File: src/rtl/tc_pkg.sv
// Shared definitions for the two's-complement path.
// Holds the FSM encoding and default word width.
package tc_pkg;

  localparam int TC_WIDTH = 4;

  typedef enum logic {
    IDLE  = 1'b0,
    SHIFT = 1'b1
  } state_t;

endpackage

File: src/rtl/twos_comp_serializer.sv
// Serializes a two's-complement word LSB first with valid/ready on both sides.
// Ports: clk, rst_n, in_data/in_valid/in_ready, ser_out/ser_valid/ser_ready, ser_last, ser_ovf.
module twos_comp_serializer
  import tc_pkg::*;
#(
  parameter int WIDTH = TC_WIDTH
) (
  input  logic             clk,
  input  logic             rst_n,
  input  logic [WIDTH-1:0] in_data,
  input  logic             in_valid,
  output logic             in_ready,
  output logic             ser_out,
  output logic             ser_valid,
  input  logic             ser_ready,
  output logic             ser_last,
  output logic             ser_ovf
);

  localparam int CW = (WIDTH > 1) ? $clog2(WIDTH) : 1;
  localparam logic [CW-1:0] LAST_CNT = CW'(WIDTH - 1);
  // Most-negative value: only the sign bit set.
  localparam logic [WIDTH-1:0] MIN_NEG = WIDTH'(1) << (WIDTH - 1);

  state_t           state;
  state_t           state_nxt;
  logic [WIDTH-1:0] shreg;
  logic [CW-1:0]    cnt;
  logic             ovf;
  logic             load;
  logic             xfer;
  logic             at_last;

  assign in_ready  = (state == IDLE);
  assign ser_valid = (state == SHIFT);
  assign ser_out   = ser_valid & shreg[0];
  assign at_last   = ser_valid && (cnt == LAST_CNT);
  assign ser_last  = at_last;
  assign ser_ovf   = ovf;

  assign load = in_valid && in_ready;
  assign xfer = ser_valid && ser_ready;

  always_comb begin
    state_nxt = state;
    unique case (state)
      IDLE:  if (load) state_nxt = SHIFT;
      SHIFT: if (xfer && at_last) state_nxt = IDLE;
      default: state_nxt = IDLE;
    endcase
  end

  always_ff @(posedge clk or negedge rst_n) begin
    if (!rst_n) begin
      state <= IDLE;
    end else begin
      state <= state_nxt;
    end
  end

  always_ff @(posedge clk or negedge rst_n) begin
    if (!rst_n) begin
      shreg <= '0;
      cnt   <= '0;
      ovf   <= 1'b0;
    end else if (load) begin
      shreg <= in_data;
      cnt   <= '0;
      ovf   <= (in_data == MIN_NEG);
    end else if (xfer) begin
      shreg <= shreg >> 1;
      if (at_last) begin
        cnt <= '0;
        ovf <= 1'b0;
      end else begin
        cnt <= cnt + CW'(1);
      end
    end
  end

endmodule
File: config.mk
export PLATFORM = sky130hd
export DESIGN_NAME = twos_comp_serializer
export DESIGN_NICKNAME = d
export VERILOG_FILES = /design/src/rtl/tc_pkg.sv /design/src/rtl/twos_comp_serializer.sv
export SDC_FILE = /design/constraint.sdc
export NUM_CORES = 1
export LEC_CHECK = 0
export CAP_MARGIN = 20
export CORE_AREA = 2 2 39 41
export DETAILED_ROUTE_END_ITERATION = 7
export DIE_AREA = 0 0 41 43
export GPL_ROUTABILITY_DRIVEN = 0
export HOLD_SLACK_MARGIN = 0.03
export PLACE_DENSITY_LB_ADDON = 0.3
export SYNTH_ARGS = -nofsm -noshare
export SYNTH_HDL_FRONTEND = slang
export SYNTH_SLANG_ARGS = --single-unit
File: constraint.sdc
create_clock -name clk -period 2.4 [get_ports clk]
set_input_delay 0.36 -clock clk [delete_from_list [all_inputs] [get_ports clk]]
set_output_delay 0.36 -clock clk [all_outputs]
set_load 0.01 [all_outputs]
# After elaboration in Yosys (flattened, before gate mapping)

Index checks and enable logic that the tools add are counted.

Add/sub/neg operators: 1
Equal/unequal tests: 2
Mux-type cells: 11
Bitwise gates (word level): 2
Reductions and logical operators: 7

Operator list:

| operator                                    | number |
|---|---|
| 2-to-1 mux 4 bit                            | 2 |
| 2-to-1 mux 2 bit                            | 3 |
| 2-to-1 mux 1 bit                            | 5 |
| == test 4 bit, second input constant        | 1 |
| logical AND 1 bit                           | 4 |
| nonzero test 2 bit                          | 2 |
| adder 2 x 1 -> 2 bit, second input constant | 1 |
| == test 2 bit, second input constant        | 1 |
| case mux 1 bit (2 select lines)             | 1 |
| AND reduction 2 bit                         | 1 |
| AND 1 bit                                   | 1 |
| inverter 1 bit                              | 1 |

Bits in registers: 8
Input port bits: 8
Output and inout bits: 5
Logic and storage cells: 27

# Depth between registers and ports, before layout

Gate-level depths: netlist (run 1).

Depth after elaboration: 5
Gate-level depth with buffers: 4

# Worst setup path after synthesis (run 1)

OpenSTA, ideal clock, no wires.

Kind: register to output
From: register cnt[0]
To: output port ser_last
Arrival time: 0.822 ns
Setup slack: 1.218 ns
Cell stages (with the launch flop): 3
Buffers on the path: 0
Path through: dfrtp_1 -> ha_1 -> and2_1

Longest elaborated chain between the ends: 2

RTL lines:

| element                | line                       | source |
|---|---|---|
| from (decl)            | twos_comp_serializer.sv:28 | `logic [CW-1:0] cnt;` |
| from (signal assigned) | twos_comp_serializer.sv:76 | `cnt <= cnt + CW'(1);` |
| == test 2 bit          | twos_comp_serializer.sv:37 | `assign at_last = ser_valid && (cnt == LAST_CNT);` |
| logical AND 1 bit      | twos_comp_serializer.sv:37 |  |
| to (decl)              | twos_comp_serializer.sv:16 | `output logic ser_last,` |

No other way between the ends.

# Final worst setup path (run 1)

From: register state, in the netlist ser_valid
To: output port ser_last

Longest elaborated chain between the ends: 1

RTL lines:

| element                | line                       | source |
|---|---|---|
| from (decl)            | twos_comp_serializer.sv:25 | `state_t state;` |
| from (signal assigned) | twos_comp_serializer.sv:57 | `state <= state_nxt;` |
| logical AND 1 bit      | twos_comp_serializer.sv:37 |  |

No other way between the ends.

==> impl_metrics.toml, run 1 <==
[run_status]
outcome = "finished clean"

[die]
core_um2 = 1380
design.die.area_um2 = 1760
initial_core_util_pct = 33.2
pin_count = 13
die-height_um = 43
die_w_um = 41
rows = 14

[grt]
grt_antenna_before_repair = 0
grt_overflow = 0
first_global_vias = 337
grt_max_degree = 17
track_usage_pct = 12.7
grt_first_pass_wirelength_um = 1440

[logic_synthesis]
syn_avg_cell_area_um2 = 10.2
netlist_area_um2 = 459
async_flop_share_pct = 100
synth_edf_count = 0
synth_ff_type = "dfrtp_1"
yosys_warnings = 0
synth_top_area_share_pct = 43.6
ys_seq_area_share_pct = 43.6
synthTopCellsByArea = "dfrtp_1 (44%), mux2i_1 (13%), a211oi_1 (4.9%), a21oi_1 (4.4%), nor2b_1 (4.1%)"
netlist_top_cells_count = "dfrtp_1 (8), mux2i_1 (6), a21oi_1 (4), nand2_1 (4)"
syn_nets = 54
yosys.area.top_type = "dfrtp_1"
syn_inst = 45
ys_ff_latch = 8
synth_cell_types = 19
synthMostInstantiatedCell = "dfrtp_1"

[finish]
area_growth_pct = 29.7
layout-drive-gt1-share_pct = 8.77
nets = 68
nFillCells = 149
diodes = 0

[setup_path]
crit_path_start_kind = "flip-flop"
path_cells = "and2_1, clkdlybuf4s50_1"
worst_path_max_delay_cell = "dfrtp_1"
crit_type = "reg2out"
critPathMaxStageDelay_ns = 0.63
crit_fanout = 16
end_kind = "output pin"
arrival_ns = 1.60
required_ns = 2.04

[clocking]
cts_sinks = 8
post_cts_buffers = 0
clkTransAtPathRegs_ns = 0.05
cts-root-buf = "clkbuf_4"
clk_latency_ns = 0.25
htreeDepth = 1
clockBufferDepth = 2
cts_hold_buf = 0
cts_tree = "done"
numCtsBuffers = 3
cts_resized = 0

[routing]
ant_nets = 0
wl_per_cell_um = 12.1
vias = 352
wl_um = 883
viasPerCell = 4.82
first_pass_iters = 4
dr.first_iter.drc_count = 2
drc = 0

[timing]
worst_slew_margin_rel_pct = 68.9
finalSetupViolCount = 0
hold_ws_ns = 0.398
finalHoldViolCount = 0
tns_ns = 0
finClkSkew_ns = 0.000134
fmax_mhz = 510
fin_crit_ns = 1.96
worst_pin_slew_ns = 0.466
drv_slew = 0
rsz0062_at_grt = "false"
finalCritPeriodShare_pct = 81.7

[pwr]
p_leak_nw = 0.256
total_power_uw = 583
irDropWorstVdd_v = 0.000395
p_per_area_nw_per_um2 = 979

[place]
dpl.hpwl_um = 621
port_buffers = 12

[worst_hold_path]
hp-class = "in2async"

[flow_run]
drv_cap = 0
kinds of logic after synthesis:
logic type	count (synthesis)	synth area share [%]
AOI/OAI and AO/OA	12	15.3
adders and majority gates	1	2.72
buffers and inverters	5	7.36
DFF	8	43.6
muxes	6	13.1
and+or+nand+nor	13	18.0
layout make-up:
class | instances | area [um2] | share of cell area [%]
clock buffer | 3 | 22.5 | 3.78
multi-input combinational | 32 | 225 | 37.8
inverter | 2 | 7.51 | 1.26
tap | 16 | 20.0 | 3.36
sequential | 8 | 200 | 33.6
timing repair buffer | 12 | 120 | 20.2
per-stage QoR:
step / instances / instance area (um2) / worst slack (ns) / util [%]
2_1_floorplan: 45 / 459 / 1.22 / -
3_3_place_gp: 70 / 573 / 0.730 / 41.4
3_5_place_dp: 70 / 573 / 0.727 / 41.4
4_1_cts: 73 / 596 / 0.439 / 43.0
5_1_grt: 73 / 596 / 0.315 / 43.0
6_report: 73 / 596 / 0.439 / 43.0
registers in the layout, summed over array words and instances (netlist names):
name and flops:
cnt 2, ser_valid 1, ser_ovf 1, shreg 4
where the power goes:
group,internal [mW],switching (mW),leakage (nW)
Clock,0.0570,0.0420,0.0138
Sequential,0.189,0.0610,0.0990
Combinational,0.139,0.0945,0.143
metal layers:
metal	global-route usage (%)	part of all wire (%)	up-vias
met2	15.6	40	12
li1	-	-	184
met1	16.7	51	156
met4	10.0	0	0
met3	5.24	8.5	0
met5	0	0	-
final timing paths:
check                                    start  cells past startpoint              endpoint  slack [ns]
setup reg to reg            cnt[0]$_DFFE_PN0P_                      4    cnt[0]$_DFFE_PN0P_        1.33
min in group clk            cnt[1]$_DFFE_PN0P_                      2    cnt[1]$_DFFE_PN0P_        0.52
hold / removal                           rst_n                      1  shreg[3]$_DFFE_PN0P_        0.40
setup / recovery           ser_valid$_DFF_PN0_                      2              ser_last        0.44
max in group asynchronous                rst_n                      1  shreg[0]$_DFFE_PN0P_        1.73
hold reg to reg             cnt[1]$_DFFE_PN0P_                      2    cnt[1]$_DFFE_PN0P_        0.52
worst max-delay path, delay by kind of cell, from the launching register on:
family	cells	cell delay [ns]
buffers and inverters	1	0.53
and+or+nand+nor	1	0.20
DFF	1	0.63
layout by cell type, fill, tap and decap left out, drive strengths merged:
master,Yosys,layout
ha,1,1
a21oi,4,4
inv,2,2
dfrtp,8,8
nand2,4,4
nand3,1,1
a211oi,3,3
o21ai,3,3
mux2i,6,6
o22ai,1,1
clkbuf,0,3
a31oi,1,1
nor3b,1,1
and2,2,2
nor4b,1,1
clkdlybuf4s50,0,12
nor2b,3,3
nor2,1,1
No activity file was read; power rests on OpenSTA's default activity.
==> run 2: changes to the inputs <==
clock period = 1.6 ns   (was 2.4 ns; I/O delays follow)
==> run 2 against run 1 <==
Effect of this change:
- register-to-register slack lost 0.90 ns
- global-route usage is essentially flat
- combinational power grew 77%
- critical path depth grew 1
- cell area grew 4.8%
- wire length grew 10%
- clock power grew 60%
- hold slack lost 0.13 ns
- sequential power grew 40%
- worst setup slack lost 0.40 ns
- largest cell class unchanged
==> impl_metrics.toml, run 2 (synthesis results as in run 1) <==
[clocking]
clkTransAtPathRegs_ns = 0.06
htreeDepth = 1
cts_hold_buf = 0
cts-root-buf = "clkbuf_4"
cts_sinks = 8
cts_tree = "done"
clockBufferDepth = 2
clk_latency_ns = 0.26
numCtsBuffers = 3

[routing]
drc = 0
wl_per_cell_um = 12.6
first_pass_iters = 2
dr.first_iter.drc_count = 3
viasPerCell = 5.14
vias = 396
ant_nets = 0
wl_um = 974

[setup_path]
required_ns = 1.36
worst_path_max_delay_cell = "dfrtp_1"
cp.depth = 3
path_buf_inv = 1
critPathMaxStageDelay_ns = 0.41
rr_startpoint = "ser_valid$_DFF_PN0_"
arrival_ns = 1.32
reg2reg_to = "cnt[1]$_DFFE_PN0P_"
crit_family = "flip-flops"
end_kind = "output pin"
worstSetupStartpoint = "cnt[0]$_DFFE_PN0P_"
r2r_cells = 5
crit_fanout = 4
crit_type = "reg2out"
crit_path_start_kind = "flip-flop"
rrSetupSlack_ns = 0.43
path_cells = "ha_1, and2_1, dlygate4sd2_1"

[finish]
final_util_pct = 45.1
fin_cells = 77
mostFrequentLayoutCells = "clkdlybuf4s50_1 (10), dfrtp_1 (7), mux2i_1 (6)"
layout_commonest_cell = "clkdlybuf4s50_1"
nets = 72
layout-drive-gt1-share_pct = 16.4
finalInstanceArea_um2 = 624
largest-register = "shreg"
area_growth_pct = 36.0
reg_top3 = "shreg x4, cnt x2"
largest_register_ff_count = 4
diodes = 0

[timing]
worst_pin_slew_ns = 0.379
finalHoldViolCount = 0
worst_slew_margin_rel_pct = 74.6
fin_crit_ns = 1.56
finalCritPeriodShare_pct = 97.6
hold_ws_ns = 0.263
fmax_mhz = 640
drv_slew = 0
layout_setup_ws_ns = 0.0382
tns_ns = 0
finClkSkew_ns = 0.00645
finalSetupViolCount = 0
rsz0062_at_grt = "false"

[worst_hold_path]
hp-class = "in2async"

[place]
dp_worst_setup_slack_ns = 0.113
dpl.hpwl_um = 712
dp.cells = 73
place_area_um2 = 596
port_buffers = 12

[die]
core_um2 = 1380
pin_count = 13
die_w_um = 41
design.die.area_um2 = 1760
die-height_um = 43
rows = 14
initial_core_util_pct = 33.2

[grt]
first_global_vias = 355
grt_first_pass_wirelength_um = 1490
track_usage_pct = 12.7
grt_max_degree = 11
grt_antenna_before_repair = 0
grt_overflow = 0

[flow_run]
drv_cap = 0

[pwr]
total_power_uw = 923
p_per_area_nw_per_um2 = 1480
irDropWorstVdd_v = 0.000639
p_leak_nw = 0.282

[run_status]
outcome = "finished clean"
-- run 2: how the worst max path moves through the flow --
| stage | endpoint | slack [ns] |
|---|---|---|
| 2_1_floorplan | ser_last | 0.54 |
| 3_3_place_gp | ser_last | 0.14 |
| 3_5_place_dp | ser_last | 0.11 |
| 4_1_cts | ser_out | 0.01 |
| 5_1_grt | ser_last | 0.004 |
| 6_report | ser_last | 0.04 |
-- run 2: report_power, final --
part | total (mW) | internal (mW) | switching (mW) | leakage [nW]
sequential | 0.350 | 0.286 | 0.0640 | 0.0985
clock | 0.158 | 0.0861 | 0.0718 | 0.0138
combinational | 0.415 | 0.232 | 0.183 | 0.170
total | 0.923 | 0.604 | 0.319 | 0.282
-- run 2: layout make-up --
| type | count | area [um2] |
|---|---|---|
| Clock buffer | 3 | 22.5 |
| Timing Repair Buffer | 16 | 148 |
| Sequential cell | 8 | 201 |
| Tap cell | 16 | 20.0 |
| Inverter | 2 | 7.51 |
| Multi-Input combinational cell | 32 | 225 |
| Fill cell | 145 | 759 |
-- run 2: metal layers --
layer | vias to the layer above | GRT usage, % | routed length, um
met1 | 186 | 17.4 | 461
met3 | 2 | 1.57 | 73
met2 | 15 | 18.1 | 423
met5 | - | 0 | 0
met4 | 0 | 8.00 | 14
li1 | 193 | - | -
-- run 2: repair_timing --
item / in CTS / in global routing
pin swaps: 0 / 0
setup endpoints to repair: 3 / 1
setup buffers: 0 / 1
gates resized for setup: 3 / 0
